==> src/rtl/pixel_ctrl_pkg.sv <==
// Shared types and widths for the pixel array sequencer.
// Holds the frame state encoding plus counter and phase timer sizing.
package pixel_ctrl_pkg;

  localparam int COUNTER_WIDTH     = 8;
  localparam int PHASE_TIMER_WIDTH = 16;

  typedef enum logic [2:0] {
    IDLE,
    ERASE_S,
    EXPOSE_S,
    CONVERT,
    READ_SETUP,
    READ_VALID
  } state_t;

  // Row index width, kept at least one bit for a single-row array.
  function automatic int row_width(input int h);
    return (h > 1) ? $clog2(h) : 1;
  endfunction

endpackage

==> src/rtl/phase_timer.sv <==
// Loadable down-counter timing the erase and expose phases; zero is combinational from the count.
// Load wins over enable; the count parks at zero rather than wrapping.
module phase_timer
  import pixel_ctrl_pkg::*;
(
  input  logic                         clk,
  input  logic                         reset,
  input  logic                         load,
  input  logic                         enable,
  input  logic [PHASE_TIMER_WIDTH-1:0] load_value,
  output logic                         zero
);

  logic [PHASE_TIMER_WIDTH-1:0] count;

  always_ff @(posedge clk) begin
    if (reset) begin
      count <= '0;
    end else if (load) begin
      count <= load_value;
    end else if (enable && (count != '0)) begin
      count <= count - 1'b1;
    end
  end

  assign zero = (count == '0);

endmodule

==> src/rtl/pixel_array_controller.sv <==
// Frame sequencer for the pixel array: erase, expose, ramp conversion, then per-row readout.
// All outputs registered; a row stays selected with ROW_VALID high until ROW_READY accepts it.
module pixel_array_controller
  import pixel_ctrl_pkg::*;
#(
  parameter  int PIXEL_ARRAY_HEIGHT = 2,
  parameter  int ERASE_CYCLES       = 5,
  parameter  int EXPOSE_CYCLES      = 255,
  localparam int ROW_W              = row_width(PIXEL_ARRAY_HEIGHT)
) (
  input  logic                          clk,
  input  logic                          reset,
  input  logic                          START,
  output logic                          ERASE,
  output logic                          EXPOSE,
  output logic                          RAMP,
  output logic [COUNTER_WIDTH-1:0]      COUNTER,
  output logic [PIXEL_ARRAY_HEIGHT-1:0] READ,
  output logic                          ROW_VALID,
  output logic [ROW_W-1:0]              ROW_INDEX,
  input  logic                          ROW_READY,
  output logic                          BUSY,
  output logic                          FRAME_DONE
);

  localparam logic [ROW_W-1:0] LAST_ROW = ROW_W'(PIXEL_ARRAY_HEIGHT - 1);
  localparam logic [PHASE_TIMER_WIDTH-1:0] ERASE_LOAD  = PHASE_TIMER_WIDTH'(ERASE_CYCLES - 1);
  localparam logic [PHASE_TIMER_WIDTH-1:0] EXPOSE_LOAD = PHASE_TIMER_WIDTH'(EXPOSE_CYCLES - 1);

  state_t                          state, state_nxt;
  logic [COUNTER_WIDTH-1:0]        cnt_nxt;
  logic [ROW_W-1:0]                row_nxt;
  logic [PIXEL_ARRAY_HEIGHT-1:0]   read_nxt;
  logic                            done_nxt;
  logic                            tmr_load, tmr_en, tmr_zero;
  logic [PHASE_TIMER_WIDTH-1:0]    tmr_val;

  phase_timer u_phase_timer (
    .clk        (clk),
    .reset      (reset),
    .load       (tmr_load),
    .enable     (tmr_en),
    .load_value (tmr_val),
    .zero       (tmr_zero)
  );

  always_ff @(posedge clk) begin
    if (reset) state <= IDLE;
    else       state <= state_nxt;
  end

  // COUNTER and ROW_INDEX double as the conversion and row registers.
  always_comb begin
    state_nxt = state;
    cnt_nxt   = '0;
    row_nxt   = ROW_INDEX;
    done_nxt  = 1'b0;
    tmr_load  = 1'b0;
    tmr_en    = 1'b0;
    tmr_val   = ERASE_LOAD;
    read_nxt  = '0;
    case (state)
      IDLE: begin
        if (START) begin
          state_nxt = ERASE_S;
          tmr_load  = 1'b1;
        end
      end
      ERASE_S: begin
        if (tmr_zero) begin
          state_nxt = EXPOSE_S;
          tmr_load  = 1'b1;
          tmr_val   = EXPOSE_LOAD;
        end else begin
          tmr_en = 1'b1;
        end
      end
      EXPOSE_S: begin
        if (tmr_zero) state_nxt = CONVERT;
        else          tmr_en    = 1'b1;
      end
      CONVERT: begin
        if (COUNTER == '1) begin
          state_nxt = READ_SETUP;
          row_nxt   = '0;
        end else begin
          cnt_nxt = COUNTER + 1'b1;
        end
      end
      READ_SETUP: state_nxt = READ_VALID;
      READ_VALID: begin
        if (ROW_READY) begin
          if (ROW_INDEX == LAST_ROW) begin
            state_nxt = IDLE;
            done_nxt  = 1'b1;
          end else begin
            state_nxt = READ_SETUP;
            row_nxt   = ROW_INDEX + 1'b1;
          end
        end
      end
      default: state_nxt = IDLE;
    endcase
    if ((state_nxt == READ_SETUP) || (state_nxt == READ_VALID)) read_nxt[row_nxt] = 1'b1;
    else                                                         row_nxt = '0;
  end

  always_ff @(posedge clk) begin
    if (reset) begin
      ERASE      <= 1'b0;
      EXPOSE     <= 1'b0;
      RAMP       <= 1'b0;
      COUNTER    <= '0;
      READ       <= '0;
      ROW_VALID  <= 1'b0;
      ROW_INDEX  <= '0;
      BUSY       <= 1'b0;
      FRAME_DONE <= 1'b0;
    end else begin
      ERASE      <= (state_nxt == ERASE_S);
      EXPOSE     <= (state_nxt == EXPOSE_S);
      RAMP       <= (state_nxt == CONVERT);
      COUNTER    <= cnt_nxt;
      READ       <= read_nxt;
      ROW_VALID  <= (state_nxt == READ_VALID);
      ROW_INDEX  <= row_nxt;
      BUSY       <= (state_nxt != IDLE);
      FRAME_DONE <= done_nxt;
    end
  end

endmodule

==> config.mk <==
export PLATFORM = sky130hd
export DESIGN_NAME = pixel_array_controller
export DESIGN_NICKNAME = d
export VERILOG_FILES = /design/src/rtl/pixel_ctrl_pkg.sv /design/src/rtl/phase_timer.sv /design/src/rtl/pixel_array_controller.sv
export SDC_FILE = /design/constraint.sdc
export NUM_CORES = 1
export LEC_CHECK = 0
export CAP_MARGIN = 20
export CORE_ASPECT_RATIO = 0.9
export CORE_MARGIN = 4
export CORE_UTILIZATION = 58
export DETAILED_ROUTE_END_ITERATION = 12
export GPL_ROUTABILITY_DRIVEN = 1
export PLACE_DENSITY = 0.83
export REMOVE_ABC_BUFFERS = 1
export SLEW_MARGIN = 20
export SYNTH_ARGS = -nofsm -noshare
export SYNTH_HDL_FRONTEND = slang
export SYNTH_SLANG_ARGS = --single-unit
==> constraint.sdc <==
create_clock -name clk -period 5.2 [get_ports clk]
set_input_delay 1.04 -clock clk [delete_from_list [all_inputs] [get_ports clk]]
set_output_delay 1.04 -clock clk [all_outputs]
set_load 0.01 [all_outputs]
======== Word level (Yosys, flattened, before mapping) ========
Cells that the tools add are included.
word-level totals
  bits in registers ....................... 36
  output and inout port bits .............. 17
  logic and storage cells ................. 66
operators by class
  add/sub/neg operators ................... 3
  magnitude comparators ................... 2
  equality and inequality tests ........... 11
  mux-type cells .......................... 23
  bitwise logic cells ..................... 4
  reductions and logical operators ........ 12
operator list
  operator                                                     count
  two-way mux 16 bit                                           2
  two-way mux 3 bit                                            6
  one-hot mux 3 bit (6 select lines)                           1
  zero test 16 bit                                             1
  two-way mux 8 bit                                            2
  nonzero test 16 bit                                          1
  subtractor 16 x 1 -> 16 bit (second input constant)          1
  equality test 3 x 2 -> 1 bit (second input constant)         4
  equality test 3 bit (second input constant)                  4
  two-way mux 1 bit                                            9
  adder 8 x 1 -> 8 bit (second input constant)                 1
  equality test 8 bit (second input constant)                  1
  equality test 3 x 1 -> 1 bit (second input constant)         2
  OR reduction 3 bit                                           2
  NOT 1 bit                                                    4
  one-hot mux 1 bit (2 select lines)                           2
  OR reduction 2 bit                                           2
  zero test 3 bit                                              1
  nonzero test 3 bit                                           1
  logical AND 1 bit                                            2
  less-than comparator 1 x 2 -> 1 bit (second input constant)  1
  nonzero test 2 bit                                           1
  adder 1 bit (second input constant)                          1
  demux 1 bit (select 1 bit)                                   1
  other kinds (2)                                              2

======== Longest topological paths before layout ========
Gate-level depths: netlist of run 1.
  depth after elaboration ................. 8
  mapped depth ............................ 8

======== By module ========
From an unflattened synthesis of run 1, not the netlist that was laid out.
second synthesis, totals
  cells, all modules ...................... 206
  area total of the unflattened synthesis .. 1818.0 um2
by module, submodules not included
  module                  instances  cells an instance  area an instance (um2)  seq. area each (um2)
  phase_timer             1          114                944.7                   320.3
  pixel_array_controller  1          92                 873.3                   380.4

======== Worst setup path before layout of run 1 ========
OpenSTA, ideal clock, no wires.
  kind .................................... input -> register
  start ................................... input port START
  end ..................................... register u_phase_timer.count[8]
  data arrival time ....................... 1774 ps
  required time ........................... 5086 ps
  path slack .............................. 3312 ps
  stages on the path ...................... 5
  cells stage by stage .................... nor3_1 -> a2111oi_0 -> o2111ai_1 -> xor2_1 -> nor2_1
between the ends
  cells in the longest elaborated chain, start to end .. 3
ends and longest elaborated chain
  element                                                          RTL line                      text
  from (decl)                                                      pixel_array_controller.sv:13  input logic START,
  two-way mux 1 bit (*)                                            pixel_array_controller.sv:64  if (START) begin
  one-hot mux 1 bit (2 select lines) (*)                           pixel_array_controller.sv:62  case (state)
  two-way mux 16 bit / nonzero test 2 bit (equally long branches)  -
  to (signal assigned)                                             phase_timer.sv:20             count <= load_value;
  to (signal assigned)                                             phase_timer.sv:22             count <= count - 1'b1;
  to (decl)                                                        phase_timer.sv:14             logic [PHASE_TIMER_WIDTH-1:0] count;
Every way passes the cells marked *; elsewhere a longest branch is shown, timed or not.
A chain may end at the register's enable or synchronous reset.

======== Final worst setup path of run 1 ========
  start ................................... register COUNTER[6]
  end ..................................... output port COUNTER[6]
RTL lines
  element                 RTL line                       text
  from (decl)             pixel_array_controller.sv:17   output logic [COUNTER_WIDTH-1:0] COUNTER,
  from (signal assigned)  pixel_array_controller.sv:123  COUNTER <= cnt_nxt;
No word-level cell between the ends.

==> results by group, run 1 <==
Status
  – Status: finished, final reports clean

Worst setup path
  – Worst path required time: ~4.2 ns
  – Critical path endpoint category: output port
  – CP Buf/Inv Count: 1
  – Reg2Reg Capture Point: u_phase_timer.count[1]$_SDFFE_PP0P_
  – Worst Path Arrival: 1.32 ns
  – R2R depth: 5
  – Setup slack, reg-to-reg: between 2 and 3 ns
  – RR Startpoint: u_phase_timer.count[12]$_SDFFE_PP0P_
  – Critical path launch point type: register
  – Max incr delay on CP: 0.57 ns
  – Setup crit start: COUNTER[6]$_SDFF_PP0_
  – Setup Crit Path Kind: register to output port
  – Critical path's top delay family: buffers and inverters
  – Worst Path Max Fanout: 5
  – Worst-path cell chain: clkdlybuf4s50_1
  – Levels on crit path: 1
  – Critical path destination: COUNTER[6]
  – Slowest CP cell: clkdlybuf4s50_1

Place
  – Placed insts: 241
  – Detail Placement HPWL: 2530 µm
  – Dpl cell area: 1850 µm²
  – GPL Wtd Cong: slightly below 0.9
  – Port Buffers: 20
  – Setup WS pre-CTS: approximately 2.6 ns

Global routing
  – Initial antenna violation count: 0
  – Grt total ovfl: 0
  – GRT Total Usage: 0.201
  – Largest net degree at the start of global routing: 14
  – First-pass GRT wire length: roughly 5800 µm
  – Vias in the first global route: 1,327

Floorplanning
  – Rows: 18
  – Chip height: 58.5 µm
  – Core Region: 2730 µm²
  – Total die area: 3750 µm²
  – Initial cell density of the core: 0.602
  – I/O pin count: 21
  – Die width: 64.1 µm

Final layout
  – # fillers: just over 200
  – ANT cells: 0
  – Fraction of layout instances using a drive strength above 1: 0.0766
  – Core Util, Final: 0.705
  – Area grow syn2layout: 17.1%
  – Layout Nets: 214
  – Fin area: between 1500 and 2000 µm²
  – Final cell count without fillers: 249

Timing
  – Max_slew headroom: 0.465
  – Pins over their slew limit: 0
  – Unrepaired setup endpoints after global routing: no
  – Min cycle time layout: 2.36 ns
  – Setup WS post-layout: 2.84 ns
  – Clock Skew: 0.00293 ns
  – Setup TNS: 0 ns
  – Endpoints failing setup: 0
  – F_max: 0.424 GHz
  – Final period util: 0.454
  – Hold Violations, Final: 0
  – Pin slew with the least headroom to its limit: 0.795 ns

Logic synthesis
  – Cell accounting for the most synthesized area: dfxtp_1
  – Syn Area/Cell: about 8.7 µm²
  – Synth unique cells: 50
  – Cells after Synth: ~190
  – Synthesized cell area: 1640 µm²
  – Synth warn: 0
  – Seq cells post-synth: 35
  – Post-synth ARST share: 0
  – Sequential area share after synthesis: 0.427
  – Primary FF master, synth: dfxtp_1
  – Post-synth EDFFs: 0
  – Share of the synthesized area in the top cell type: 0.427
  – Synth top area cells: dfxtp_1 43%, xor2_1 6.9%, nor2_1 6.4%

Job
  – Max cap viols: 0

Route
  – WL/cell: 14.0 µm
  – Routed WL: 3480 µm
  – First-pass iteration count of the detailed router: 4
  – Routed via count: about 1,400
  – Detail Route Antenna Nets: 0
  – Initial drt markers: between 60 and 70
  – DR vias/cell: 5.70
  – # DRC: 0

Clocking
  – TritonCTS Buffers: 5
  – Clock Latency Late Sink: between 0.3 and 0.4 ns
  – Post-CTS sizing: 0
  – Clk buf depth: 2
  – Setup Fix Bufs, Post-CTS: 0
  – Clk root buf: clkbuf_4
  – CTS Hold Bufs: 0
  – Sink Count: 35
  – Reg clk slew, reported paths: 0.10 ns
  – H-Tree Depth: 2
  – CTS tree: done

Power
  – Leak: between 0.6 and 0.7 nW
  – Pwr dens: 593 nW/µm²
  – Peak supply drop: 382 µV

Min path
  – Hold path depth: 2
  – Hold Path Class: register to register
power by group:
group	switching [mW]	internal [mW]	leakage [nW]	total (mW)
registers	0.0718	0.332	0.284	0.404
logic	0.325	0.248	0.369	0.573
clock network	0.0843	0.0795	0.0386	0.164
cells in the mapped netlist, types with 2 or more instances:
| library cell | count |
|---|---|
| xnor2_1 | 4 |
| o21ai_0 | 10 |
| a21oi_1 | 9 |
| nor2b_1 | 2 |
| nand4_1 | 4 |
| nor3_1 | 2 |
| mux2_2 | 2 |
| clkbuf_1 | 4 |
| a31oi_1 | 2 |
| inv_1 | 5 |
| nand2b_1 | 6 |
| nor2_1 | 28 |
| ha_1 | 2 |
| nor4_1 | 4 |
| or2_2 | 3 |
| dfxtp_1 | 35 |
| o31ai_1 | 3 |
| nand2_1 | 8 |
| nand3_1 | 8 |
| or3_1 | 5 |
| xor2_1 | 13 |
kinds of logic after synthesis:
group                      synth area share
xor gates and xnor gates             0.0907
adders and majority gates            0.0152
DFF                                   0.427
muxes                                0.0198
buffers and inverters                0.0351
AOI/OAI and AO/OA                     0.138
and+or+nand+nor                       0.274
worst reg2reg max path: stages (launching register included):
cell	delay [ns]
dfxtp_1	0.35
nor4_1	0.70
nand4_1	0.48
nand2_1	0.24
mux2_2	0.34
o21ai_0	0.14
final cells by class:
type	count	area, µm²	area share
flip-flops and latches	35	701	0.365
repair buffers	20	200	0.104
clock buffers	8	68.8	0.0358
inverters	5	18.8	0.00977
well taps	40	50.0	0.0260
multi-input cells	141	883	0.460
registers in the layout, indices dropped and copies added, names as in the netlist:
signal and count:
COUNTER 8, READ 2, state 3, BUSY 1, ROW_VALID 1, ERASE 1
EXPOSE 1, RAMP 1, u_phase_timer.count 16, FRAME_DONE 1
per-stage QoR:
stage	hold slack, ns	total power [mW]
finish	0.489	1.14
global route	0.518	1.24
CTS	0.494	1.14
detailed placement	0.476	0.967
global placement	0.454	0.949
floorplan	0.452	0.835
metal layers:
layer / part of all wire / track usage / wire length, µm / vias to the layer above
met2: 0.49 / 0.337 / 1720 / 42
met5: 0 / 0 / 0 / -
met1: 0.43 / 0.242 / 1500 / 661
li1: - / - / - / 707
met3: 0.059 / 0.0553 / 204 / 9
met4: 0.015 / 0.0862 / 51 / 0
how the worst min path moves through the flow:
stage / start / endpoint
after detailed placement: COUNTER[0]$_SDFF_PP0_ / COUNTER[0]$_SDFF_PP0_
final: u_phase_timer.count[9]$_SDFFE_PP0P_ / u_phase_timer.count[9]$_SDFFE_PP0P_
after global routing: u_phase_timer.count[9]$_SDFFE_PP0P_ / u_phase_timer.count[9]$_SDFFE_PP0P_
after global placement: COUNTER[0]$_SDFF_PP0_ / COUNTER[0]$_SDFF_PP0_
after CTS: u_phase_timer.count[9]$_SDFFE_PP0P_ / u_phase_timer.count[9]$_SDFFE_PP0P_
after floorplan: u_phase_timer.count[15]$_SDFFE_PP0P_ / u_phase_timer.count[15]$_SDFFE_PP0P_
cells in the final DEF, fill, tap and decap left out, drive strengths merged, types with 5 or more instances in the layout:
master	Yosys	final
dfxtp	35	35
nor2	28	28
clkdlybuf4s50	0	20
xor2	13	13
o21ai	10	10
a21oi	9	9
nand3	8	8
nand2	8	8
clkbuf	4	8
nand2b	6	6
inv	5	5
or3	5	5
or2	5	5
Note: power is estimated with default switching activity, not from simulation.
==> run 2, diff against run 1 <==
--- a/config.mk
+++ b/config.mk
@@ -8,10 +8,10 @@
 export CAP_MARGIN = 20
 export CORE_ASPECT_RATIO = 0.9
 export CORE_MARGIN = 4
-export CORE_UTILIZATION = 58
+export CORE_UTILIZATION = 54
 export DETAILED_ROUTE_END_ITERATION = 12
 export GPL_ROUTABILITY_DRIVEN = 1
-export PLACE_DENSITY = 0.83
+export PLACE_DENSITY = 0.78
 export REMOVE_ABC_BUFFERS = 1
 export SLEW_MARGIN = 20
 export SYNTH_ARGS = -nofsm -noshare
==> constraint.sdc (replaced) <==
create_clock -name clk -period 2.33 [get_ports clk]
set_input_delay 0.466 -clock clk [delete_from_list [all_inputs] [get_ports clk]]
set_output_delay 0.466 -clock clk [all_outputs]
set_load 0.01 [all_outputs]
==> run 2 against run 1 <==
Global-route usage is 0.38 points lower. Critical endpoint is now u_phase_timer.count[15]$_SDFFE_PP0P_. Final area rose by 2.5%. Core utilization down 1.1 points. First-iteration DRC count fell by 6.5%. Combinational power grew to 2.7 times the previous value. Power grew 130%. Clock skew grew 0.0062 ns. Sequential share of layout area is 0.88 points lower. Final cell count rose by 3.2%. Largest power group unchanged. Register-to-register slack got worse by 2.6 ns. Via count rose by 2.5%.
==> results by group, run 2 (synthesized netlist as in run 1, its figures left out) <==
Worst setup path
  – Worst path required time: 2.58 ns (-1.58 ns)
  – Slowest CP cell: a2111o_1
  – Worst Path Arrival: 2.32 ns (+1.00 ns)
  – Worst-path cell chain: nor3_2, nand4_1, a2111o_1, or4_1, a21oi_1
  – Critical path endpoint category: register
  – CP Buf/Inv Count: 0 (-1)
  – Critical path's top delay family: simple AND/OR/NAND/NOR gates
  – Setup Crit Path Kind: register to register
  – Worst Path Max Fanout: 7 (+2)
  – Max incr delay on CP: 0.51 ns (-0.06 ns)
  – Critical path launch point type: register

Final layout
  – Multi-input logic area: 883 µm² (unchanged)
  – Area grow syn2layout: 20.0%
  – Largest regs: u_phase_timer.count (16), COUNTER (8), state (3)
  – Largest Register: u_phase_timer.count
  – ANT cells: 0 (unchanged)
  – Layout Nets: 224 (+4.7%)
  – Flip-flop count of the largest register after layout: 16 (unchanged)
  – # fillers: 239 (+15%)
  – Final cell count without fillers: 257 (+3.2%)
  – Leading cell type in the layout, fill and taps excluded: dfxtp_1
  – Fraction of layout instances using a drive strength above 1: 0.111 (+0.0340)
  – Most frequent cells in the layout: 35 x dfxtp_1, 28 x nor2_1, 20 x clkdlybuf4s50_1, 13 x xor2_1
  – Storage element area: 701 µm² (unchanged)

Timing
  – Pins over their slew limit: 0 (unchanged)
  – Setup TNS: 0 ns (unchanged)
  – Min cycle time layout: slightly above 2 ns
  – Pin slew with the least headroom to its limit: 0.668 ns (-0.127 ns)
  – Final period util: 0.888
  – Hold Violations, Final: 0 (unchanged)
  – Endpoints failing setup: 0 (unchanged)
  – F_max: 0.483 GHz
  – Max_slew headroom: 0.551 (+0.0855)
  – Unrepaired setup endpoints after global routing: no
  – Setup WS post-layout: 0.261 ns (-2.58 ns)
  – Clock Skew: 0.00918 ns (+0.00625 ns)

Clocking
  – Setup Fix Bufs, Post-CTS: 0 (unchanged)
  – TritonCTS Buffers: 5 (unchanged)
  – Clk root buf: clkbuf_4
  – CTS Hold Bufs: 0 (unchanged)
  – Clock Latency Late Sink: 0.32 ns (about the same)
  – H-Tree Depth: 2 (unchanged)
  – Clk buf depth: 2 (unchanged)
  – Reg clk slew, reported paths: 0.10 ns (about the same)
  – CTS tree: done
  – Post-CTS sizing: 0 (unchanged)
  – Sink Count: 35 (unchanged)

Global routing
  – First-pass GRT wire length: 5940 µm (+1.6%)
  – Vias in the first global route: 1,304 (-1.7%)
  – Largest net degree at the start of global routing: 13 (-1)
  – Initial antenna violation count: 0 (unchanged)
  – Grt total ovfl: 0 (unchanged)
  – GRT Total Usage: 0.197 (-0.00381)

Route
  – DR vias/cell: 5.66 (-0.72%)
  – Routed WL: 3640 µm (+4.4%)
  – Initial drt markers: 58 (-6.5%)
  – Detail Route Antenna Nets: 0 (unchanged)
  – First-pass iteration count of the detailed router: 4 (unchanged)
  – Routed via count: 1,454 (+2.5%)
  – # DRC: 0 (unchanged)
  – WL/cell: 14.1 µm (+1.1%)

Place
  – Setup WS pre-CTS: 0.295 ns (-2.30 ns)
  – GPL Wtd Cong: 0.838 (-5.7%)
  – Placed insts: 251 (+4.1%)
  – Port Buffers: 20 (unchanged)
  – Detail Placement HPWL: 2840 µm (+12%)

Floorplanning
  – I/O pin count: 21 (unchanged)
  – Die width: 66.1 µm (+3.2%)
  – Initial cell density of the core: 0.578 (-0.0239)
  – Core Region: 2840 µm² (+4.1%)
  – Total die area: 3990 µm² (+6.4%)
  – Rows: 18 (unchanged)
  – Chip height: 60.3 µm (+3.1%)

Min path
  – Hold Path Class: register to register

Status
  – Status: finished, final reports clean

Power
  – Leak: 0.726 nW (+4.9%)
  – Peak supply drop: 1130 µV (+190%)
  – Pwr dens: 1350 nW/µm² (+130%)

Job
  – Max cap viols: 0 (unchanged)
==> run 2: changes by cell type in the layout (fill, tap and decap cells not counted), sizes merged <==
cell,before,now
clkbuf,8,6
buf,0,10
==> run 2: path summary, 6_finish.rpt <==
path	startpoint	end	slack [ns]	cells after the start
setup reg to reg	u_phase_timer.count[2]$_SDFFE_PP0P_	u_phase_timer.count[15]$_SDFFE_PP0P_	0.26	5
hold / removal	COUNTER[0]$_SDFF_PP0_	COUNTER[0]$_SDFF_PP0_	0.48	1
hold reg to reg	COUNTER[0]$_SDFF_PP0_	COUNTER[0]$_SDFF_PP0_	0.48	1
setup / recovery	u_phase_timer.count[2]$_SDFFE_PP0P_	u_phase_timer.count[15]$_SDFFE_PP0P_	0.26	5
==> run 2: power breakdown <==
part | switching (mW) | internal, mW
Combinational | 0.822 | 0.693
Sequential | 0.122 | 0.741
Clock | 0.173 | 0.107
Total | 1.12 | 1.54
==> run 2: routing by layer <==
| layer | wire [µm] | vias up | GRT usage | share of wire |
|---|---|---|---|---|
| met5 | 0 | - | 0 | 0 |
| met1 | 1760 | 677 | 0.252 | 0.48 |
| met3 | 175 | 9 | 0.0639 | 0.048 |
| li1 | - | 733 | - | - |
| met4 | 65 | 0 | 0.0783 | 0.018 |
| met2 | 1630 | 35 | 0.308 | 0.45 |
==> run 2: through the flow <==
step / total power, mW / cell area [µm²] / utilization / hold slack (ns)
finish: 2.66 / 1970 / 0.694 / 0.482
global placement: 2.31 / 1930 / 0.679 / 0.453
detailed placement: 2.37 / 1930 / 0.679 / 0.463
CTS: 2.65 / 1970 / 0.694 / 0.484
global route: 2.89 / 1970 / 0.694 / 0.527
floorplan: 1.86 / 1600 / - / 0.452
==> run 2: cell type report <==
| type | instances | share of cell area |
|---|---|---|
| multi-input cells | 141 | 0.449 |
| flip-flops and latches | 35 | 0.356 |
| repair buffers | 30 | 0.140 |
| well taps | 40 | 0.0254 |
| clock buffers | 6 | 0.0210 |
| inverters | 5 | 0.00953 |
